--- src/rtl/tag_cache_pkg.sv ---
// Shared constants, FSM state type and tag-vector helper for the tag lookup controller.
package tag_cache_pkg;

    localparam int DEF_TAG_W    = 10;
    localparam int DEF_SET_W    = 5;
    localparam int DEF_N_WAY    = 3;
    localparam int DEF_LG_BANKS = 1;
    localparam int BSW          = DEF_SET_W - DEF_LG_BANKS;
    localparam int NUM_WAYS     = 1 << DEF_N_WAY;

    typedef enum logic [1:0] {
        IDLE,
        LOOKUP,
        RESP
    } state_t;

    function automatic logic [DEF_TAG_W-1:0] tag_slice(
        input logic [NUM_WAYS*DEF_TAG_W-1:0] tags,
        input logic [DEF_N_WAY-1:0]          way
    );
        return tags[way*DEF_TAG_W +: DEF_TAG_W];
    endfunction

endpackage

--- src/rtl/way_select.sv ---
// Combinational hit/victim selection: lowest matching way wins, lowest free way
// is preferred for allocation, otherwise the round-robin pointer picks the victim.
module way_select
    import tag_cache_pkg::*;
#(
    parameter int N_WAY_LG = DEF_N_WAY
) (
    input  logic [(1<<N_WAY_LG)-1:0] valid_bits,
    input  logic [(1<<N_WAY_LG)-1:0] match_vec,
    input  logic [N_WAY_LG-1:0]      rr_ptr,
    output logic                     hit,
    output logic [N_WAY_LG-1:0]      hit_way,
    output logic [N_WAY_LG-1:0]      victim_way,
    output logic                     evict
);

    localparam int WAYS = 1 << N_WAY_LG;

    // Scanning downward lets the lowest index overwrite any higher candidate.
    always_comb begin
        hit        = |match_vec;
        hit_way    = '0;
        victim_way = rr_ptr;
        evict      = !(|match_vec) && (&valid_bits);
        for (int i = WAYS - 1; i >= 0; i--) begin
            if (match_vec[i]) begin
                hit_way = N_WAY_LG'(i);
            end
            if (!valid_bits[i]) begin
                victim_way = N_WAY_LG'(i);
            end
        end
    end

endmodule

--- src/rtl/tag_lookup_ctrl.sv ---
// Tag lookup/allocation controller: reads a set, compares all ways, writes the
// new tag on a miss and reports hit/way/eviction over a valid/ready handshake.
module tag_lookup_ctrl
    import tag_cache_pkg::*;
#(
    parameter int TAG_ADDR_WDTH = DEF_TAG_W,
    parameter int SET_ADDR_WDTH = DEF_SET_W,
    parameter int C_N_WAY       = DEF_N_WAY,
    parameter int C_LG_BANKS    = DEF_LG_BANKS
) (
    input  logic                                          clk,
    input  logic                                          reset,
    input  logic                                          req_valid,
    output logic                                          req_ready,
    input  logic [SET_ADDR_WDTH-C_LG_BANKS-1:0]           req_set,
    input  logic [TAG_ADDR_WDTH-1:0]                      req_tag,
    output logic [SET_ADDR_WDTH-C_LG_BANKS-1:0]           tag_r_addr,
    input  logic [(1<<C_N_WAY)*TAG_ADDR_WDTH-1:0]         tag_r_data,
    input  logic [(1<<C_N_WAY)-1:0]                       tag_valid_bits,
    output logic                                          tag_w_en,
    output logic [SET_ADDR_WDTH-C_LG_BANKS+C_N_WAY-1:0]   tag_w_addr,
    output logic [TAG_ADDR_WDTH-1:0]                      tag_w_data,
    output logic                                          resp_valid,
    input  logic                                          resp_ready,
    output logic                                          resp_hit,
    output logic [C_N_WAY-1:0]                            resp_way,
    output logic                                          resp_evict,
    output logic [TAG_ADDR_WDTH-1:0]                      resp_evict_tag,
    output logic [31:0]                                   hit_count,
    output logic [31:0]                                   miss_count
);

    localparam int BANK_W   = SET_ADDR_WDTH - C_LG_BANKS;
    localparam int WAYS     = 1 << C_N_WAY;
    localparam int NUM_SETS = 1 << BANK_W;

    state_t                     state;
    logic [BANK_W-1:0]          set_q;
    logic [TAG_ADDR_WDTH-1:0]   tag_q;
    logic [C_N_WAY-1:0]         rr_ptr [NUM_SETS];

    logic [WAYS-1:0]            match_vec;
    logic                       hit;
    logic [C_N_WAY-1:0]         hit_way;
    logic [C_N_WAY-1:0]         victim_way;
    logic                       evict;

    assign req_ready  = (state == IDLE);
    assign tag_r_addr = (state == IDLE) ? req_set : set_q;

    always_comb begin
        match_vec = '0;
        for (int i = 0; i < WAYS; i++) begin
            match_vec[i] = tag_valid_bits[i] &&
                           (tag_slice(tag_r_data, C_N_WAY'(i)) == tag_q);
        end
    end

    way_select #(
        .N_WAY_LG (C_N_WAY)
    ) u_way_select (
        .valid_bits (tag_valid_bits),
        .match_vec  (match_vec),
        .rr_ptr     (rr_ptr[set_q]),
        .hit        (hit),
        .hit_way    (hit_way),
        .victim_way (victim_way),
        .evict      (evict)
    );

    always_ff @(posedge clk) begin
        if (reset) begin
            state          <= IDLE;
            set_q          <= '0;
            tag_q          <= '0;
            tag_w_en       <= 1'b0;
            tag_w_addr     <= '0;
            tag_w_data     <= '0;
            resp_valid     <= 1'b0;
            resp_hit       <= 1'b0;
            resp_way       <= '0;
            resp_evict     <= 1'b0;
            resp_evict_tag <= '0;
            hit_count      <= '0;
            miss_count     <= '0;
            for (int s = 0; s < NUM_SETS; s++) begin
                rr_ptr[s] <= '0;
            end
        end else begin
            tag_w_en <= 1'b0;
            case (state)
                IDLE: begin
                    if (req_valid) begin
                        set_q <= req_set;
                        tag_q <= req_tag;
                        state <= LOOKUP;
                    end
                end
                LOOKUP: begin
                    resp_valid <= 1'b1;
                    resp_hit   <= hit;
                    if (hit) begin
                        resp_way       <= hit_way;
                        resp_evict     <= 1'b0;
                        resp_evict_tag <= '0;
                        if (hit_count != '1) begin
                            hit_count <= hit_count + 32'd1;
                        end
                    end else begin
                        resp_way       <= victim_way;
                        resp_evict     <= evict;
                        resp_evict_tag <= evict ? tag_slice(tag_r_data, victim_way) : '0;
                        tag_w_en       <= 1'b1;
                        tag_w_addr     <= {set_q, victim_way};
                        tag_w_data     <= tag_q;
                        if (miss_count != '1) begin
                            miss_count <= miss_count + 32'd1;
                        end
                        // The pointer only advances when a valid line is displaced.
                        if (evict) begin
                            rr_ptr[set_q] <= rr_ptr[set_q] + 1'b1;
                        end
                    end
                    state <= RESP;
                end
                RESP: begin
                    if (resp_ready) begin
                        resp_valid <= 1'b0;
                        state      <= IDLE;
                    end
                end
                default: state <= IDLE;
            endcase
        end
    end

endmodule
--- config.mk ---
export PLATFORM = sky130hd
export DESIGN_NAME = tag_lookup_ctrl
export DESIGN_NICKNAME = d
export VERILOG_FILES = /design/src/rtl/tag_cache_pkg.sv /design/src/rtl/way_select.sv /design/src/rtl/tag_lookup_ctrl.sv
export SDC_FILE = /design/constraint.sdc
export NUM_CORES = 1
export LEC_CHECK = 0
export ABC_AREA = 1
export CAP_MARGIN = 20
export CORE_MARGIN = 1
export CORE_UTILIZATION = 40
export DETAILED_ROUTE_END_ITERATION = 10
export GPL_TIMING_DRIVEN = 0
export PLACE_DENSITY = 0.65
export SLEW_MARGIN = 30
export SYNTH_ARGS = -nofsm -noshare
export SYNTH_HDL_FRONTEND = slang
export SYNTH_SLANG_ARGS = --single-unit
--- constraint.sdc ---
create_clock -name clk -period 4.1 [get_ports clk]
set_input_delay 0.82 -clock clk [delete_from_list [all_inputs] [get_ports clk]]
set_output_delay 0.82 -clock clk [all_outputs]
set_load 0.01 [all_outputs]
==> impl_metrics.yaml <==
finish:
  drive_gt1_share_pct: 5.97
  final_common_cell: "nand2_1"
  areaGrowthSynthToFinish_pct: 30.6
  area.sequential_um2: 3800
  final_util_pct: 53.5
  nets: 1789
  fillers: 2466
  diodes: 0
  multi_input_area_um2: 5260
  instances_no_fill: 2017
  layout_common_cells: "nand2_1, clkdlybuf4s50_1, inv_1, nand3_1, nor2_1"
die:
  ios: 209
  initial_core_util_pct: 41.0
  die_h_um: 160
  rows: 57
  die_w_um: 160
  coreArea_um2: 24500
  die_area_um2: 25700
outcome:
  outcome: "completed"
synthesis:
  syn-num-nets: 1564
  syn_area_um2: 10000
  synth_xor_area_share_pct: 6.64
  synth-simple-area-share_pct: 34.4
  ys_ff_latch: 166
  synth_edf_count: 48
  synth_top_family_by_area: "simple AND/OR/NAND/NOR gates"
  netlist_instances: 1455
  ys_seq_area_share_pct: 38.0
  synth_compound_area_share_pct: 11.1
  synthMuxAreaShare_pct: 0
  synth_cell_types: 47
  synth_async_sr_flop_share_pct: 0
  syn_area_per_cell_um2: 6.89
  dominantRegCellSynth: "dfxtp_1"
  synthAdderAreaFrac_pct: 0.375
  yosysWarnings: 0
grt:
  grtUsageMet1_pct: 39.0
  busiest_layer: "met2"
  grt_util_all_layers_pct: 28.4
  grt_antenna_before_repair: 0
  grt_pass1_wl_um: 55900
  grt_start_max_net_pins: 19
  grt_use_met2_pct: 45.0
  grt_pass1_vias: 10100
  overflow: 0
  met3_usage_pct: 4.52
timing:
  hold_viol: 0
  worst_pin_slew_ps: 800
  setup_viol: 0
  fmax_mhz: 283
  maxSlewHeadroom_pct: 46.5
  tns_ps: 0
  slew_viol_final: 0
  fin_crit_sh_pct: 86.2
  final.min_clock_period_ps: 3530
  rsz0062_at_grt: "false"
  clock_skew_ps: 18.0
cts:
  post_cts_resized: 0
  postCtsSetupRepairBufs: 0
  cts_root_buf: "clkbuf_16"
  clk_latency_ps: 440
  cts.sinks: 166
  cts_made_buffers: 17
  clk_pin_slew_ps: 70
  cts_hold_buf: 0
  clock_path_buffers: 2
  htreeDepth: 4
  cts_tree: "yes"
placement:
  io_buffers: 206
  routabilityCongestion: 0.917
  dp_cells: 1985
  dp_hpwl_um: 28300
route:
  drt-total-wl_um: 36300
  detail-route-antenna-nets: 0
  viasPerCell: 5.31
  vias: 10700
  drtIter0Drc: 914
  dr.pass1.iters: 6
  post_drt_wl_per_cell_um: 18.0
  drcViolationCount: 0
setup_path:
  end_kind: "flip-flop"
  path_class: "flip-flop to flip-flop"
  worstPathRequired_ps: 4270
  critPathMaxFanout: 10
  worstSetupStartpointType: "flip-flop"
  worstPathArrival_ps: 3700
pwr:
  pwr_density_cell_nw_per_um2: 315
  power_leakage_nw: 5.14
  max-vdd-ir-drop_uv: 207
job:
  maxCapViolCount: 0
worst_hold_path:
  hp-class: "flip-flop to flip-flop"
-- routing by layer --
| layer | share of wire (%) | wire length, um |
|---|---|---|
| met5 | 0 | 0 |
| met4 | 2.6 | 953 |
| met3 | 6.8 | 2490 |
| met2 | 46 | 16600 |
| met1 | 45 | 16300 |
-- per-stage QoR --
step | hold WS, ps | power (mW) | setup WS [ps] | cell area [um^2]
final | 460 | 4.12 | 567 | 13100
after global routing | 491 | 4.27 | 416 | 13100
after CTS | 464 | 4.13 | 607 | 13100
after detailed placement | 446 | 2.52 | 540 | 12500
after global placement | 438 | 2.51 | 569 | 12500
after floorplan | 470 | 2.18 | 1510 | 10000
-- area by class of cell --
cell class,instances,area share [%]
Clock buffer,18,3.44
Inverter,169,4.85
Multi-Input combinational cell,1053,40.2
Sequential cell,166,29.1
Buffer,67,2.48
Tap cell,324,3.10
Timing Repair Buffer,206,15.8
Clock inverter,14,1.12
-- power breakdown --
| group | total [mW] | internal, mW | switching, mW |
|---|---|---|---|
| sequential | 1.75 | 1.73 | 0.0254 |
| combinational | 0.744 | 0.268 | 0.476 |
| clock | 1.62 | 0.854 | 0.768 |
-- flip-flops by register name (all words and copies together), names as in the netlist, named ones only --
| register | cells |
|---|---|
| tag_w_en | 1 |
| state | 2 |
| rr_ptr | 48 |
| resp_hit | 1 |
| set_q | 4 |
| tag_q | 10 |
| resp_way | 3 |
| resp_valid | 1 |
| miss_count | 32 |
| resp_evict | 1 |
| resp_evict_tag | 10 |
| tag_w_addr | 7 |
| hit_count | 32 |
| tag_w_data | 10 |
-- logic make-up after synthesis --
| logic type | count (synthesis) |
|---|---|
| compound gates | 202 |
| xor+xnor | 76 |
| fa+ha+maj | 3 |
| buf+inv | 236 |
| flops | 166 |
| simple gates | 772 |
-- synth_stat cells (23+ instances only) --
cell,count,area share (%)
inv_1,159,6.0
nand4_1,23,1.4
nor3_1,42,2.1
nand2_1,385,14
nor2_1,133,5.0
nand3_1,136,6.8
dfxtp_1,118,24
clkbuf_1,30,1.1
xor2_1,62,5.4
buf_2,27,1.3
o21ai_0,70,3.5
edfxtp_1,48,14
a21oi_1,92,4.6
-- final timing paths --
| kind | from | end | slack (ps) | cells after the start |
|---|---|---|---|---|
| worst max register to register | flip-flop | rr_ptr[1][1] | 570 | 11 |
| worst min-delay path | tag_w_addr[3] | tag_w_addr[3] | 460 | 2 |
| worst min register to register | tag_w_addr[3] | tag_w_addr[3] | 460 | 2 |
| worst max-delay path | flip-flop | rr_ptr[1][1] | 570 | 11 |
-- worst max-delay path: stages (launching register included) --
cell	delay [ps]
dfxtp_1	390
inv_1	100
clkbuf_1	430
nand3_1	170
nand3_1	120
nand3_1	100
nand2_1	290
clkbuf_1	510
ha_1	340
inv_1	210
clkbuf_1	460
nor2_1	120
Note: power is estimated with default switching activity, not from simulation.
